--- config.mk ---
export PLATFORM = sky130hd
export DESIGN_NAME = iter_shifter_flat
export DESIGN_NICKNAME = d
export VERILOG_FILES = /design/src/rtl/iter_shifter_if.sv /design/src/rtl/iter_shifter.sv /design/src/flat_wrapper.sv
export SDC_FILE = /design/constraint.sdc
export NUM_CORES = 1
export LEC_CHECK = 0
export CORE_MARGIN = 1.5
export CORE_UTILIZATION = 35
export CTS_CLUSTER_DIAMETER = 40
export DETAILED_ROUTE_END_ITERATION = 6
export SYNTH_ARGS = -nofsm -noshare
export SYNTH_HDL_FRONTEND = slang
export SYNTH_SLANG_ARGS = --single-unit
--- constraint.sdc ---
create_clock -name clk -period 3.4 [get_ports clk]
set_input_delay 0.85 -clock clk [delete_from_list [all_inputs] [get_ports clk]]
set_output_delay 0.85 -clock clk [all_outputs]
set_load 0.01 [all_outputs]
--- src/rtl/iter_shifter_if.sv ---
// Request/response bundle for the iterative shifter.
// Valid/ready on both sides; busy rides along for status.
interface iter_shifter_if #(
    parameter int WIDTH = 16,
    parameter int CNT_W = $clog2(WIDTH)
);
    logic             in_valid;
    logic             in_ready;
    logic [WIDTH-1:0] In;
    logic [CNT_W-1:0] Cnt;
    logic [1:0]       Op;
    logic             out_valid;
    logic             out_ready;
    logic [WIDTH-1:0] Out;
    logic             busy;

    modport master (
        output in_valid, In, Cnt, Op, out_ready,
        input  in_ready, out_valid, Out, busy
    );

    modport slave (
        input  in_valid, In, Cnt, Op, out_ready,
        output in_ready, out_valid, Out, busy
    );
endinterface

--- src/rtl/iter_shifter.sv ---
// Multi-cycle rotate/shift unit: one bit position per clock.
// Ops: 00 rll, 01 sll, 10 ror, 11 srl.
module iter_shifter #(
    parameter int WIDTH = 16,
    parameter int CNT_W = $clog2(WIDTH)
) (
    input logic clk,
    input logic rst_n,
    iter_shifter_if.slave bus
);
    typedef enum logic [1:0] {IDLE, SHIFT, DONE} state_t;

    state_t           state, state_nx;
    logic [WIDTH-1:0] data_reg, data_nx;
    logic [CNT_W-1:0] rem, rem_nx;
    logic [1:0]       op_reg, op_nx;
    logic [WIDTH-1:0] stepped;

    always_ff @(posedge clk) begin
        if (!rst_n) begin
            state    <= IDLE;
            data_reg <= '0;
            rem      <= '0;
            op_reg   <= '0;
        end else begin
            state    <= state_nx;
            data_reg <= data_nx;
            rem      <= rem_nx;
            op_reg   <= op_nx;
        end
    end

    // Single-bit step for the latched op
    always_comb begin
        stepped = data_reg;
        case (op_reg)
            2'b00:   stepped = {data_reg[WIDTH-2:0], data_reg[WIDTH-1]};
            2'b01:   stepped = {data_reg[WIDTH-2:0], 1'b0};
            2'b10:   stepped = {data_reg[0], data_reg[WIDTH-1:1]};
            default: stepped = {1'b0, data_reg[WIDTH-1:1]};
        endcase
    end

    always_comb begin
        state_nx = state;
        data_nx  = data_reg;
        rem_nx   = rem;
        op_nx    = op_reg;
        case (state)
            IDLE: begin
                if (bus.in_valid) begin
                    data_nx  = bus.In;
                    rem_nx   = bus.Cnt;
                    op_nx    = bus.Op;
                    state_nx = (bus.Cnt == '0) ? DONE : SHIFT;
                end
            end
            SHIFT: begin
                data_nx = stepped;
                rem_nx  = rem - CNT_W'(1);
                if (rem == CNT_W'(1))
                    state_nx = DONE;
            end
            DONE: begin
                if (bus.out_ready)
                    state_nx = IDLE;
            end
            default: state_nx = IDLE;
        endcase
    end

    assign bus.in_ready  = (state == IDLE);
    assign bus.out_valid = (state == DONE);
    assign bus.busy      = (state != IDLE);
    assign bus.Out       = data_reg;
endmodule

--- src/flat_wrapper.sv ---
// flat-port wrapper written by rule: the top's interface ports become plain ports
module iter_shifter_flat 
#(
    parameter int WIDTH = 16,
    parameter int CNT_W = $clog2(WIDTH)
)
  (clk, rst_n, bus_in_valid, bus_In, bus_Cnt, bus_Op, bus_out_ready, bus_in_ready, bus_out_valid, bus_Out, bus_busy);
  iter_shifter_if #(.WIDTH(WIDTH), .CNT_W(CNT_W)) bus_i ();
  input logic clk;
  input logic rst_n;
  input wire logic [$bits(bus_i.in_valid)-1:0] bus_in_valid;
  input wire logic [$bits(bus_i.In)-1:0] bus_In;
  input wire logic [$bits(bus_i.Cnt)-1:0] bus_Cnt;
  input wire logic [$bits(bus_i.Op)-1:0] bus_Op;
  input wire logic [$bits(bus_i.out_ready)-1:0] bus_out_ready;
  output wire logic [$bits(bus_i.in_ready)-1:0] bus_in_ready;
  output wire logic [$bits(bus_i.out_valid)-1:0] bus_out_valid;
  output wire logic [$bits(bus_i.Out)-1:0] bus_Out;
  output wire logic [$bits(bus_i.busy)-1:0] bus_busy;
  assign bus_i.in_valid = bus_in_valid;
  assign bus_i.In = bus_In;
  assign bus_i.Cnt = bus_Cnt;
  assign bus_i.Op = bus_Op;
  assign bus_i.out_ready = bus_out_ready;
  assign bus_in_ready = bus_i.in_ready;
  assign bus_out_valid = bus_i.out_valid;
  assign bus_Out = bus_i.Out;
  assign bus_busy = bus_i.busy;
  iter_shifter #(.WIDTH(WIDTH), .CNT_W(CNT_W)) u_core (.clk(clk), .rst_n(rst_n), .bus(bus_i));
endmodule
==> metrics.md, run 1 <==
| Metric | Value |
|---|---|
| R2r setup slk | 1540 ps |
| Simple-Gate Fraction of Synth Area | 14.67% |
| Max Cap Viol | 0 |
| Largest net degree at the start of global routing | 22 |
| Final worst slack | 948.1 ps |
| Met3 Routed Length | 193 um |
| Die Wd | 66.22 um |
| CTS tree | done |
| Setup violators final | 0 |
| Commonest cells in the netlist | dfxtp_1, nor2_1, o21ai_0, a221oi_1, mux2_2 |
| Top cells by area, synth | dfxtp_1, mux2_2, o21ai_0, a221oi_1, nor2_1 |
| Synthesized netlist cell count | 149 |
| Worst min-delay path class | flop to flop |
| Post-synthesis mux area share | 14.04% |
| Total core area | 0.003744 mm^2 |
| Final hold viol count | 0 |
| N_diodes | 0 |
| Chip Height | 66.22 um |
| Met1 WL | 1818 um |
| Count leader, synth | dfxtp_1 |
| Max reg flops | 16 |
| Most used DFF post-synth | dfxtp_1 |
| First-pass GRT wire length | 6196 um |
| Seq/Total Area, Yosys | 34.35% |
| Num CTS Buffers | 3 |
| Final critical-path share of the clock period | 72.11% |
| TritonCTS Sinks | 24 |
| Distinct cells, synth | 38 |
| Routed Antenna Nets | 0 |
| Final #Nets | 215 |
| Top cell type by total area after synthesis | dfxtp_1 |
| Worst Tran Pin Value | 918.5 ps |
| Number of flops mapped to enable cells by yosys | 0 |
| Adder-Cell Fraction of Synth Area | 1.789% |
| Yosys warning count | 0 |
| Starting Density | 37.37% |
| Vias | 1278 |
| Post-route insts no fill | 234 |
| Vias per cell | 5.462 |
| Worst Path Required | 2550 ps |
| Die ar. | 0.004385 mm^2 |
| Leakage power | 0.7070 nW |
| First-pass DRT Iterations | 4 |
| DRC | 0 |
| Wire per inst | 16.14 um |
| Syn nets | 177 |
| Clk buf depth | 2 |
| CP Max Fanout | 15 |
| Ys async rst share | 0% |
| Xor/xnor share of the synthesized area | 0% |
| Total track usage | 18.43% |
| Initial DRC count | 53 |
| Min Tclk post-route | 2452 ps |
| CP arrival | 1600 ps |
| Clk root buf | clkbuf_8 |
| CTS Hold Buffers Added | 0 |
| PwrDens | 555.3 mW/mm^2 |
| Num rows | 22 |
| Share of the synthesized area in the top cell type | 34.35% |
| Seq cells post-synth | 24 |
| Clk pin slew, worst setup/hold paths | 90 ps |
| Placed cells | 230 |
| Proportion of layout cells with a drive suffix above 1 | 16.67% |
| Met2 wire len | 1733 um |
| Critical path endpoint category | output port |
| Largest family of logic cells by synthesized area | compound AO/OA/AOI/OAI gates |
| Mapped Area | 0.001399 mm^2 |
| Pins Over Slew Limit | 0 |
| DR top layer | met4 |
| Outcome | completed |
| Antenna violations before repair | 0 |
| Remaining global-route overflow | 0 |
| Num ports | 45 |
| Synthesis-to-layout area growth | 34.97% |
| Slew HR | 38.68% |
| CTS resizes | 0 |
| Final Core Density | 50.43% |
| Mean Syn Cell Area | 9.388 um^2 |
| Setup TNS Final | 0 ps |
| Pre-CTS setup slack | 1042 ps |
| Final wirelength | 3776 um |
| Worst hold slack | 492.1 ps |
| Detailed placer's ending HPWL | 2640 um |
| Clock H-tree levels | 1 |
| IO Port Bufs | 44 |
| Clk_skew | 1.438 ps |
| Unrepaired setup endpoints after global routing | false |
| Fmax | 0.4079 GHz |
| Compound-cell area share of the yosys netlist | 26.83% |
| Vias in the first global route | 1266 |
| Kind of critical path | flop to output port |
| Post-CTS Setup Inserts | 0 |
| Routability Congestion | 0.8274 |
| Clock latency on the worst-skew pair | 270 ps |
| Critical path launch point type | flop |
| Peak VDD IR | 0.3303 mV |
## power breakdown
part / total, W / internal (W) / leakage (nW) / switching [W]
sequential: 0.000400 / 0.000331 / 0.199 / 0.0000696
clock: 0.000254 / 0.000158 / 0.0357 / 0.0000963
combinational: 0.000394 / 0.000216 / 0.472 / 0.000178
## path summary, 6_finish.rpt
kind | startpoint | endpoint | cells after the start
setup reg to reg | u_core.op_reg[1] | u_core.bus.Out[11] | 3
hold / removal | u_core.rem[1] | u_core.rem[1] | 2
hold reg to reg | u_core.rem[1] | u_core.rem[1] | 2
setup / recovery | u_core.state[0] | bus_busy | 3
## kinds of logic after synthesis
| family | count (synthesis) |
|---|---|
| flops | 24 |
| buf+inv | 18 |
| fa+ha+maj | 2 |
| mux | 16 |
| compound gates | 50 |
| simple gates | 39 |
## worst max-delay path: stages, from the launching register on
cell,delay [ps]
dfxtp_1,630
nor2_1,110
inv_1,70
clkdlybuf4s50_1,520
## final cells by class
cell class	count	area, um^2
fillers	389	1856
flip-flops and latches	24	480.5
well taps	48	60.06
inverters	5	18.77
repair buffers	46	455.4
clock inverters	1	30.03
multi-input cells	107	802.0
clock buffers	3	41.29
## placed cells by master (no fill, tap or decap), types with 2 or more instances in the layout
| master | n |
|---|---|
| inv_1 | 5 |
| a221oi_2 | 5 |
| o21a_1 | 2 |
| mux2_4 | 5 |
| a21oi_1 | 6 |
| a221oi_1 | 9 |
| ha_1 | 2 |
| mux2i_1 | 2 |
| buf_4 | 2 |
| nor2_1 | 21 |
| nor3_1 | 3 |
| o21ai_0 | 18 |
| mux2_2 | 9 |
| nand3b_1 | 2 |
| a211oi_1 | 2 |
| clkdlybuf4s50_1 | 44 |
| clkbuf_8 | 3 |
| nor2b_1 | 2 |
| dfxtp_1 | 24 |
| nand2_1 | 2 |
| nor3b_1 | 2 |
## routing by layer
metal  vias up  GRT usage [%]
li1        625              -
met1       613          24.56
met2        36          29.25
met3         4          4.940
met4         0          4.847
met5         -              0
## stage by stage
step           total power (W)  instance area (um^2)
3_5_place_dp         0.0008010                  1817
6_report              0.001049                  1888
5_1_grt               0.001112                  1888
4_1_cts               0.001055                  1888
3_3_place_gp         0.0007907                  1817
2_1_floorplan        0.0006445                  1399
No activity file was read; power rests on OpenSTA's default activity.
==> run 2, diff against run 1 <==
--- a/config.mk
+++ b/config.mk
@@ -9,6 +9,7 @@
 export CORE_UTILIZATION = 35
 export CTS_CLUSTER_DIAMETER = 40
 export DETAILED_ROUTE_END_ITERATION = 6
+export PLACE_DENSITY = 0.66
 export SYNTH_ARGS = -nofsm -noshare
 export SYNTH_HDL_FRONTEND = slang
 export SYNTH_SLANG_ARGS = --single-unit
==> constraint.sdc (replaced) <==
create_clock -name clk -period 2.2 [get_ports clk]
set_input_delay 0.55 -clock clk [delete_from_list [all_inputs] [get_ports clk]]
set_output_delay 0.55 -clock clk [all_outputs]
set_load 0.01 [all_outputs]
==> run 2 against run 1 <==
  * Register-to-register slack worse by 830 ps
  * Combinational power is 65% higher
  * Final cell count is 1.3% higher
  * Final area is 1.9% higher
  * Count of clock-buffer cells in the layout stayed put
  * Non-clock buffer count is 3 higher
  * Core utilization is 0.94 points higher
  * Die area stayed put
  * Largest cell class unchanged
  * Largest power group is now combinational cells
==> metrics.md, run 2 (synthesis gave the netlist of run 1 again) <==
| Metric | Value |
|---|---|
| Remaining global-route overflow | 0 |
| IO Port Bufs | 44 |
| Worst Setup SP | u_core.state[1] |
| Total power | 0.001631 W |
| Final wirelength | 3578 um |
| Met3 usage | 3.237% |
| Peak VDD IR | 0.4662 mV |
| Clk pin slew, worst setup/hold paths | 90 ps |
| Antenna violations before repair | 0 |
| Clk_skew | 5.595 ps |
| Worst min-delay path class | flop to flop |
| Most common cell after layout, fill and taps aside | clkdlybuf4s50_1 |
| Critical path endpoint category | output port |
| Final hold viol count | 0 |
| Slew HR | 59.19% |
| Post-CTS Setup Inserts | 0 |
| Proportion of layout cells with a drive suffix above 1 | 17.99% |
| Total track usage | 16.69% |
| Initial DRC count | 68 |
| Unrepaired setup endpoints after global routing | false |
| CTS tree | done |
| Kind of critical path | flop to output port |
| PwrDens | 848.1 mW/mm^2 |
| Critical path launch point type | flop |
| Routed Antenna Nets | 0 |
| Final Core Density | 51.37% |
| Multi-input logic area | 802.0 um^2 |
| Final worst slack | 81.76 ps |
| Clk root buf | clkbuf_8 |
| CP max stage cell | clkdlybuf4s50_1 |
| Vias in the first global route | 1230 |
| Setup TNS Final | 0 ps |
| Largest net degree at the start of global routing | 21 |
| Num rows | 22 |
| Pre-CTS setup slack | 177.3 ps |
| GR peak layer | met2 |
| Routability Congestion | 0.8468 |
| Leakage power | 0.7265 nW |
| Synthesis-to-layout area growth | 37.48% |
| Worst Tran Pin Value | 611.5 ps |
| Sequential Area | 480.5 um^2 |
| Outcome | completed |
| Commonest non-fill, non-tap cells in the layout | clkdlybuf4s50_1, dfxtp_1, nor2_1 |
| Pins Over Slew Limit | 0 |
| First-pass GRT wire length | 5740 um |
| Vias per cell | 5.278 |
| Die ar. | 0.004385 mm^2 |
| CP arrival | 1570 ps |
| Num ports | 45 |
| Detailed placer's ending HPWL | 2453 um |
| Final #Nets | 218 |
| Max Cap Viol | 0 |
| Clock latency on the worst-skew pair | 270 ps |
| CTS Hold Buffers Added | 0 |
| DRC | 0 |
| CP Max Fanout | 11 |
| Setup violators final | 0 |
| Hold Path Origin | u_core.rem[1] |
| RR Startpoint | u_core.state[0] |
| GRT met1 Usage | 22.14% |
| First-pass DRT Iterations | 4 |
| Worst Path Required | 1650 ps |
| Design area | 0.001923 mm^2 |
| Min Tclk post-route | 2118 ps |
| Post-DP Area | 0.001852 mm^2 |
| Critical-path cell list | nor2b_1 -> clkdlybuf4s50_1 |
| # fillers | 383 |
| N_diodes | 0 |
| TritonCTS Sinks | 24 |
| Chip Height | 66.22 um |
| Max reg flops | 16 |
| Die Wd | 66.22 um |
| Clk buf depth | 2 |
| CP bufs+invs | 1 |
| Num CTS Buffers | 3 |
| Final critical-path share of the clock period | 96.28% |
| GRT met2 Usage | 27.13% |
| Crit path max-delay family | buffers and inverters |
| CTS resizes | 0 |
| Vias | 1251 |
| Total core area | 0.003744 mm^2 |
| Starting Density | 37.37% |
| Fmax | 0.4721 GHz |
| Clock H-tree levels | 1 |
| Wire per inst | 15.10 um |
| CP max stage delay | 550 ps |
==> run 2: changes by cell type in the layout (fill, tap and decap cells not counted) <==
cell	change
buf_4	+2
buf_12	+1
==> run 2: report_power, final <==
group | total, W | switching, W | internal (W)
Sequential | 0.000588 | 0.0000769 | 0.000511
Clock | 0.000392 | 0.000149 | 0.000243
Combinational | 0.000651 | 0.000300 | 0.000350
==> run 2: worst paths after layout <==
kind                                       to  slack (ps)  cells past startpoint
worst max-delay path            bus_out_valid          80                      2
worst min-delay path            u_core.rem[1]         480                      2
worst max register to register  u_core.rem[3]         710                      4
worst min register to register  u_core.rem[1]         480                      2
==> run 2: worst min-delay path: cells and delay by family (launching register included) <==
family	cells	cell delay (ps)
compound gates	1	50
flops	1	340
simple gates	1	60
==> run 2: stage by stage <==
step | hold WS (ps) | instances
CTS | 480.0 | 237
finish | 481.8 | 237
floorplan | 445.0 | 149
global route | 492.0 | 237
global placement | 464.4 | 233
detailed placement | 464.5 | 233
==> run 2: area by class of cell <==
cell class,count,share of cell area (%)
flip-flops and latches,24,24.98
well taps,48,3.123
repair buffers,49,25.50
multi-input cells,107,41.70
inverters,5,0.9759
clock inverters,1,1.561
clock buffers,3,2.147
==> run 2: metal layers <==
metal  vias up  share of wire (%)
met5         -                  0
met4         0                1.1
met3         2                3.1
met2        28                 46
met1       589                 49
li1        632                  -
==> run 3, diff against run 2 <==
--- a/config.mk
+++ b/config.mk
@@ -9,6 +9,7 @@
 export CORE_UTILIZATION = 35
 export CTS_CLUSTER_DIAMETER = 40
 export DETAILED_ROUTE_END_ITERATION = 6
+export HOLD_SLACK_MARGIN = 0.1
 export PLACE_DENSITY = 0.66
 export SYNTH_ARGS = -nofsm -noshare
 export SYNTH_HDL_FRONTEND = slang
==> results of run 3 <==
No change in the layout: final DEF, timing and power equal those of run 2.
